--- src/rtl/alu_seq.sv ---
// alu_seq: registered, handshaked CR16 ALU with a persistent status register
// and an iterative shift-add multiplier.
//
// Ports:
//   I_CLK      clock, all state updates on the rising edge
//   I_NRESET   asynchronous active-low reset
//   I_VALID    operation request; accepted when O_READY is high
//   O_READY    block can accept a request this cycle (low while multiplying)
//   I_OPCODE   operation select (0..15)
//   I_A, I_B   operands
//   O_VALID    one-cycle pulse when O_C / O_STATUS have been updated
//   O_C        registered result, held between results
//   O_STATUS   registered flags {N, Z, F, L, C}
module alu_seq #(
  parameter int WIDTH    = 16,
  parameter int MUL_STEP = 1
) (
  input  logic             I_CLK,
  input  logic             I_NRESET,
  input  logic             I_VALID,
  output logic             O_READY,
  input  logic [3:0]       I_OPCODE,
  input  logic [WIDTH-1:0] I_A,
  input  logic [WIDTH-1:0] I_B,
  output logic             O_VALID,
  output logic [WIDTH-1:0] O_C,
  output logic [4:0]       O_STATUS
);

  localparam int          STEPS  = WIDTH / MUL_STEP;
  localparam int          CW     = (STEPS > 1) ? $clog2(STEPS) : 1;
  localparam int          SW     = $clog2(WIDTH);
  localparam int          M      = WIDTH - 1;
  localparam int unsigned STEP_U = MUL_STEP;
  localparam logic [CW-1:0] LAST = CW'(STEPS - 1);

  // Flag bit positions inside O_STATUS
  localparam int F_C = 0;
  localparam int F_L = 1;
  localparam int F_F = 2;
  localparam int F_Z = 3;
  localparam int F_N = 4;

  typedef enum logic [3:0] {
    OP_ADD   = 4'd0,
    OP_ADDU  = 4'd1,
    OP_ADDC  = 4'd2,
    OP_ADDCU = 4'd3,
    OP_SUB   = 4'd4,
    OP_SUBU  = 4'd5,
    OP_MUL   = 4'd6,
    OP_AND   = 4'd7,
    OP_OR    = 4'd8,
    OP_XOR   = 4'd9,
    OP_NOT   = 4'd10,
    OP_LSH   = 4'd11,
    OP_RSH   = 4'd12,
    OP_ALSH  = 4'd13,
    OP_ARSH  = 4'd14,
    OP_CMP   = 4'd15
  } op_e;

  typedef enum logic {
    S_IDLE,
    S_MUL
  } state_e;

  // Registered state and outputs
  state_e           r_state;
  logic             r_ready;
  logic             r_valid;
  logic [WIDTH-1:0] r_c;
  logic [4:0]       r_status;
  logic [WIDTH-1:0] r_mcand;
  logic [WIDTH-1:0] r_mplier;
  logic [WIDTH-1:0] r_prod;
  logic [CW-1:0]    r_cnt;

  // Combinational single-cycle datapath
  logic             w_accept;
  logic             w_cin;
  logic [WIDTH:0]   w_sum;
  logic [WIDTH:0]   w_diff;
  logic             w_lt_u;
  logic             w_lt_s;
  logic             w_big;
  logic [SW-1:0]    w_sh;
  logic [WIDTH-1:0] w_asr;
  logic [WIDTH-1:0] w_res;
  logic [4:0]       w_flags;
  logic             w_wr_c;
  logic [WIDTH-1:0] w_step;

  assign O_READY  = r_ready;
  assign O_VALID  = r_valid;
  assign O_C      = r_c;
  assign O_STATUS = r_status;

  assign w_accept = I_VALID & r_ready;

  always_comb begin
    // Only the carry-consuming adds see the stored carry
    w_cin  = ((I_OPCODE == OP_ADDC) || (I_OPCODE == OP_ADDCU)) ? r_status[F_C] : 1'b0;
    w_sum  = {1'b0, I_A} + {1'b0, I_B} + {{WIDTH{1'b0}}, w_cin};
    w_diff = {1'b0, I_B} - {1'b0, I_A};
    w_lt_u = I_B < I_A;
    w_lt_s = $signed(I_B) < $signed(I_A);
    // Any bit above the shift-amount field means the shift is out of range
    w_big  = |I_B[WIDTH-1:SW];
    w_sh   = I_B[SW-1:0];
    // Kept as its own signal so the arithmetic shift is not turned unsigned
    // by mixing with unsigned operands in a conditional expression
    w_asr  = $signed(I_A) >>> w_sh;

    w_res   = r_c;
    w_flags = '0;
    w_wr_c  = 1'b1;

    case (I_OPCODE)
      OP_ADD, OP_ADDC: begin
        w_res        = w_sum[M:0];
        w_flags[F_F] = (I_A[M] == I_B[M]) && (w_sum[M] != I_A[M]);
        w_flags[F_N] = w_sum[M];
      end
      OP_ADDU, OP_ADDCU: begin
        w_res        = w_sum[M:0];
        w_flags[F_C] = w_sum[WIDTH];
      end
      OP_SUB: begin
        w_res        = w_diff[M:0];
        w_flags[F_F] = (I_B[M] != I_A[M]) && (w_diff[M] != I_B[M]);
        w_flags[F_N] = w_lt_s;
      end
      OP_SUBU: begin
        w_res        = w_diff[M:0];
        w_flags[F_C] = w_diff[WIDTH];
        w_flags[F_L] = w_lt_u;
      end
      OP_MUL: begin
        // Result comes from the iterative multiplier, not from here
        w_wr_c = 1'b0;
      end
      OP_AND:           w_res = I_A & I_B;
      OP_OR:            w_res = I_A | I_B;
      OP_XOR:           w_res = I_A ^ I_B;
      OP_NOT:           w_res = ~I_A;
      OP_LSH, OP_ALSH:  w_res = w_big ? '0 : (I_A << w_sh);
      OP_RSH:           w_res = w_big ? '0 : (I_A >> w_sh);
      OP_ARSH:          w_res = w_big ? {WIDTH{I_A[M]}} : w_asr;
      OP_CMP: begin
        w_wr_c       = 1'b0;
        w_flags[F_L] = w_lt_u;
        w_flags[F_N] = w_lt_s;
      end
      default: ;
    endcase

    if (I_OPCODE == OP_CMP) begin
      w_flags[F_Z] = (I_A == I_B);
    end else begin
      w_flags[F_Z] = (w_res == '0);
    end
  end

  // One multiplier iteration: add the partial products for the next
  // MUL_STEP multiplier bits to the running product
  always_comb begin
    w_step = r_prod;
    for (int unsigned j = 0; j < STEP_U; j++) begin
      if (r_mplier[j]) begin
        w_step = w_step + (r_mcand << j);
      end
    end
  end

  always_ff @(posedge I_CLK or negedge I_NRESET) begin
    if (!I_NRESET) begin
      r_state  <= S_IDLE;
      r_ready  <= 1'b1;
      r_valid  <= 1'b0;
      r_c      <= '0;
      r_status <= '0;
      r_mcand  <= '0;
      r_mplier <= '0;
      r_prod   <= '0;
      r_cnt    <= '0;
    end else begin
      r_valid <= 1'b0;
      case (r_state)
        S_IDLE: begin
          if (w_accept) begin
            if (I_OPCODE == OP_MUL) begin
              r_state  <= S_MUL;
              r_ready  <= 1'b0;
              r_mcand  <= I_A;
              r_mplier <= I_B;
              r_prod   <= '0;
              r_cnt    <= '0;
            end else begin
              r_valid  <= 1'b1;
              r_status <= w_flags;
              if (w_wr_c) begin
                r_c <= w_res;
              end
            end
          end
        end
        S_MUL: begin
          r_prod   <= w_step;
          r_mcand  <= r_mcand << MUL_STEP;
          r_mplier <= r_mplier >> MUL_STEP;
          r_cnt    <= r_cnt + CW'(1);
          if (r_cnt == LAST) begin
            r_state  <= S_IDLE;
            r_ready  <= 1'b1;
            r_valid  <= 1'b1;
            r_c      <= w_step;
            r_status <= {1'b0, (w_step == '0), 3'b000};
          end
        end
        default: r_state <= S_IDLE;
      endcase
    end
  end

endmodule

--- config.mk ---
export PLATFORM = sky130hd
export DESIGN_NAME = alu_seq
export DESIGN_NICKNAME = d
export VERILOG_FILES = /design/src/rtl/alu_seq.sv
export SDC_FILE = /design/constraint.sdc
export NUM_CORES = 1
export LEC_CHECK = 0
export BUFFER_PORTS_ARGS = -buffer_cell sky130_fd_sc_hd__clkbuf_2
export CAP_MARGIN = 20
export CORE_MARGIN = 3
export CORE_UTILIZATION = 60
export CTS_CLUSTER_DIAMETER = 50
export DETAILED_ROUTE_END_ITERATION = 7
export GPL_TIMING_DRIVEN = 0
export PLACE_DENSITY = 0.79
export SYNTH_ARGS = -nofsm -noshare
export SYNTH_HDL_FRONTEND = slang
export SYNTH_SLANG_ARGS = --single-unit
--- constraint.sdc ---
create_clock -name I_CLK -period 7.95 [get_ports I_CLK]
set_input_delay 0.3975 -clock I_CLK [delete_from_list [all_inputs] [get_ports I_CLK]]
set_output_delay 0.3975 -clock I_CLK [all_outputs]
set_load 0.005 [all_outputs]
# Word level (Yosys, flattened, before mapping)
# Cells that the tools add are included.
# word_totals
out_inout_bits	23
elab_cells	114
in_bits	39
regBits	76
# op_classes
n_mux	44
eq_ne	26
order_cmp	2
bitwise_logic	6
reduce_logical	19
n_addsub	5
shifts	3
# op_table
op	count
$mux 16	14
$pmux 16 s9	1
$pmux 16 s2	4
$eq 4x4->1 const B	9
$logic_not 16->1	2
$lt 16x16->1	2
$add 16x16->17	1
$add 17x1->17	1
$sub 16x16->17	1
$add 16x16->16	1
$and 16x16->16	1
$eq 16x16->1	1
$eq 4x3->1 const B	4
$not 16->16	1
$or 16x16->16	1
$shl 16x4->16	1
$shr 16x4->16	1
$sshr 16x4->16	1
$xor 16x16->16	1
$mux 5	3
$reduce_or 2->1	7
$mux 1	12
$pmux 1 s2	6
$reduce_or 12->1	1
19 further kinds	28

# Logic depth before layout (Yosys ltp)
# logic_depth
ltp_word	10
ltp_mapped	17
depth_no_buf	14

# Worst setup path after synthesis
# Ideal clock, no wire load.
# synth_path
path_type	input port to flip-flop
startpoint	input port I_OPCODE[2]
endpoint	register r_status[3] (netlist: O_STATUS[3])
path_buffers	3
path_stages	17
arrival_ps	4078
t_required_ps	7881
setup_ps	69
setup_slack_ps	3803
cell_sequence	buf_4 > buf_2 > nor2_1 > clkbuf_1 > nand3_1 > fa_1 > fa_1 > nor2b_1 > o2111ai_1 > nand2_1 > o41ai_1 > a211o_1 > o32a_1 > or4_1 > nor4_1 > nand2_1 > nand3_1
# synth_via
elab_chain_cells	10
elab_cells_between_ends	30
classes_between	1 x add/sub; 16 x eq/ne; 6 x mux; 7 x reduce/logical
# synth_lines
item	line_no	rtl
from (decl)	22	input logic [3:0] I_OPCODE,
$eq 4x2->1	103, 119	
$logic_or 1x1->1	103	w_cin = ((I_OPCODE == OP_ADDC) || (I_OPCODE == OP_ADDCU)) ? r_status[F_C] : 1'b0;
$mux 1	103	
$add 17x1->17	104	w_sum = {1'b0, I_A} + {1'b0, I_B} + {{WIDTH{1'b0}}, w_cin};
$pmux 16 s9	119	case (I_OPCODE)
$logic_not 16->1	161	w_flags[F_Z] = (w_res == '0);
$mux 1	158	if (I_OPCODE == OP_CMP) begin
$mux 5	192	if (I_OPCODE == OP_MUL) begin
$mux 5	191	if (w_accept) begin
$pmux 5 s2	189	case (r_state)
to (signal assigned)	201	r_status <= w_flags;
to (signal assigned)	218	r_status <= {1'b0, (w_step == '0), 3'b000};
to (decl)	73	logic [4:0] r_status;
# Parallel ways exist; a longest one is shown, timed or not. The select of a mux whose other input is x is not followed.
# A chain may end at the register's enable or synchronous reset.

# Final worst setup path
# layout_path
startpoint	input port I_OPCODE[1]
endpoint	register r_status[3] (netlist: O_STATUS[3])
# Same word-level chain as after synthesis.

==> flow_metrics.py <==
metrics = {
    "clock_tree": {
        "clkTransAtPathRegs_ps": 70,
        "postCtsSetupRepairBufs": 0,
        "h-tree-depth": 3,
        "clockBufferDepth": 2,
        "clock_latency_ps": 360,
        "cts_tree": "yes",
        "cts_root_buf": "clkbuf_16",
        "clock_sinks": 76,
        "cts_hold_buf": 1,
        "post_cts_resized": 0,
        "cts_buffers": 9,
    },
    "timing": {
        "fin_crit_sh": 0.674,
        "maxSlewViolCount": 0,
        "setup_viol": 0,
        "max_freq_mhz": 187,
        "rsz0062_at_grt": "no",
        "skew_ps": 7.65,
        "period_minus_slack_ps": 5360,
        "tightest_slew_ps": 975,
        "final.setup.tns_ps": 0,
        "hold_viol_final": 0,
        "max_slew_margin": 0.333,
    },
    "worst_setup_path": {
        "worstRegToRegCells": 13,
        "setup.worst_path.start": "I_OPCODE[1]",
        "r2r_slack_ps": 3710,
        "required_ps": 8250,
        "start_kind": "input pin",
        "endpoint": "O_STATUS[3]",
        "criticalPathCategory": "input pin to flop",
        "crit_path_end_kind": "flop",
        "crit_chain": "clkbuf_2 > buf_2 > buf_1 > clkbuf_1 > nand3_1 > fa_1 > fa_1 > nor2b_1 > o2111a_1 > nor3_1 > a221oi_1 > o221a_2 > a21oi_1 > or4_1 > nor4_1 > nand2_1 > nand3_1",
        "rr_startpoint": "O_STATUS[0]",
        "worst-path-buf-inv": 4,
        "cp_top_family": "simple AND/OR/NAND/NOR gates",
        "path_depth": 17,
        "critPathMaxFanout": 10,
        "slowest_delay_ps": 610,
        "arrival_ps": 5660,
        "r2r_end": "O_STATUS[3]",
        "cp_slowest_cell": "a221oi_1",
    },
    "worst_hold_path": {
        "holdCritPathClass": "input pin to flop",
        "min_path_cells": 3,
    },
    "synthesis": {
        "yosysSeqAreaShare": 0.207,
        "synth_area_leaders": "dfrtp_1, ha_1, mux2i_1",
        "yosysMostFrequentCell": "nand2_1",
        "synth_top_area_share": 0.204,
        "synth-async-reset-ratio": 1.00,
        "synth_cells": 1178,
        "synthTopCellsByCount": "nand2_1, o21ai_0, nor2_1, dfrtp_1, ha_1",
        "syn_avg_cell_area_um2": 7.82,
        "netlist_area_um2": 9210,
        "synth-seq-cells": 76,
        "yosysWarnings": 0,
        "synth_ff_type": "dfrtp_1",
        "ys_types": 92,
        "syn-num-nets": 1285,
        "synth_edf_count": 0,
        "yosysTopAreaCell": "dfrtp_1",
    },
    "global_routing": {
        "antenna_found_initial": 0,
        "grt_max_degree": 65,
        "grt_pass1_wl_um": 56300,
        "grt_pass1_vias": 9516,
        "grt_util_all_layers": 0.441,
        "grt-ovfl-total": 0,
    },
    "final_layout": {
        "design_area_um2": 10100,
        "antenna_cells": 0,
        "finalNonFillerCells": 1440,
        "area_growth_pct": 9.38,
        "nets": 1358,
        "drive_gt1_frac": 0.139,
        "final_core_util": 0.683,
        "final.fill_count": 1290,
    },
    "job": {
        "drv_cap": 0,
    },
    "routing": {
        "ant_nets": 0,
        "via_per_inst": 7.13,
        "drtIter0Drc": 1532,
        "wl_um": 37200,
        "vias": 10300,
        "avgRoutedWirePerCell_um": 25.8,
        "drt_first_pass_iters": 6,
        "drc": 0,
    },
    "power_and_ir_drop": {
        "cellPowerDensity_nw_per_um2": 216,
        "p_leak_nw": 4.58,
        "peakVddDrop_uv": 175,
    },
    "die": {
        "rows": 44,
        "core_um2": 14800,
        "dieWidth_um": 130,
        "die_area_um2": 16900,
        "pin_count": 62,
        "initial_core_util": 0.624,
        "die_y_um": 130,
    },
    "place": {
        "dpl.hpwl_um": 28800,
        "place.gp.congestion": 1.11,
        "postPlaceCellArea_um2": 9760,
        "numPortBuffers": 59,
        "placed_cells": 1422,
    },
    "outcome": {
        "status": "finished, final reports clean",
    },
}
-- registers in the layout, indices dropped and copies added, names as in the netlist --
register and cells:
O_C 16, r_state 1, r_cnt 4, r_mcand 16, O_READY 1, O_VALID 1, O_STATUS 5, r_mplier 16
r_prod 16
-- layout by cell type (no fill, tap or decap), types with 7 or more instances in the layout --
cell / n
o211ai_1: 16
nor3_1: 34
inv_1: 54
or3_1: 11
nor2b_1: 14
mux2_2: 20
a221oi_1: 11
nand3_1: 19
buf_1: 8
nand2_1: 165
mux4_2: 16
a21oi_1: 54
buf_2: 25
a211o_1: 12
o21ai_0: 109
and2_1: 7
clkbuf_1: 57
xor2_1: 7
nand2b_1: 14
nor4_1: 7
a31oi_1: 17
clkbuf_2: 58
xnor2_1: 15
dfrtp_1: 75
o21a_1: 10
clkbuf_16: 9
mux2i_1: 63
ha_1: 64
nor2_1: 77
or4_1: 8
a211oi_1: 16
o22ai_1: 21
-- tightest hold or removal path, stage by stage --
cell and delay [ps]:
clkbuf_2 180, nand2_1 100, a21oi_1 70
-- final cells by class --
type | count | area (um2) | share of cell area
inverters | 56 | 210 | 0.0209
repair buffers | 62 | 340 | 0.0338
plain buffers | 96 | 428 | 0.0425
well taps | 184 | 230 | 0.0229
multi-input cells | 950 | 6670 | 0.662
flip-flops and latches | 76 | 1900 | 0.189
clock inverters | 7 | 67.6 | 0.00671
clock buffers | 9 | 225 | 0.0224
-- logic make-up (layout without fill, tap and decap cells) --
group	Yosys count	in the layout	synth area share
adders and majority gates	68	68	0.0957
AOI/OAI and AO/OA	357	357	0.263
muxes	100	100	0.133
DFF	76	76	0.207
buffers and inverters	152	230	0.0693
and+or+nand+nor	403	403	0.212
xor gates and xnor gates	22	22	0.0209
-- power breakdown --
group | leakage [nW] | internal, mW | switching, mW
registers | 0.992 | 0.524 | 0.127
clock network | 0.140 | 0.219 | 0.195
logic | 3.44 | 0.409 | 0.697
-- how the worst min path moves through the flow --
stage | from | endpoint | slack, ps
after floorplan | I_NRESET | O_C[0] | 100
final | I_A[0] | r_mcand[0] | 430
after global routing | I_A[0] | r_mcand[0] | 430
after detailed placement | I_NRESET | O_STATUS[2] | 290
after global placement | r_mplier[10] | r_mplier[9] | 460
after CTS | I_A[0] | r_mcand[0] | 410
-- layer usage --
layer	routed length, um	GRT usage
met2	15400	0.640
met1	14400	0.592
met3	5660	0.158
met4	1790	0.197
met5	0	0
-- metrics by stage --
step | hold slack [ps] | setup WS (ps) | power (mW)
floorplan | 102 | 3800 | 1.33
global placement | 459 | 2530 | 1.67
detailed placement | 294 | 2510 | 1.71
CTS | 407 | 2850 | 2.13
global route | 430 | 2520 | 2.28
finish | 429 | 2590 | 2.17
No activity file was read; power rests on OpenSTA's default activity.
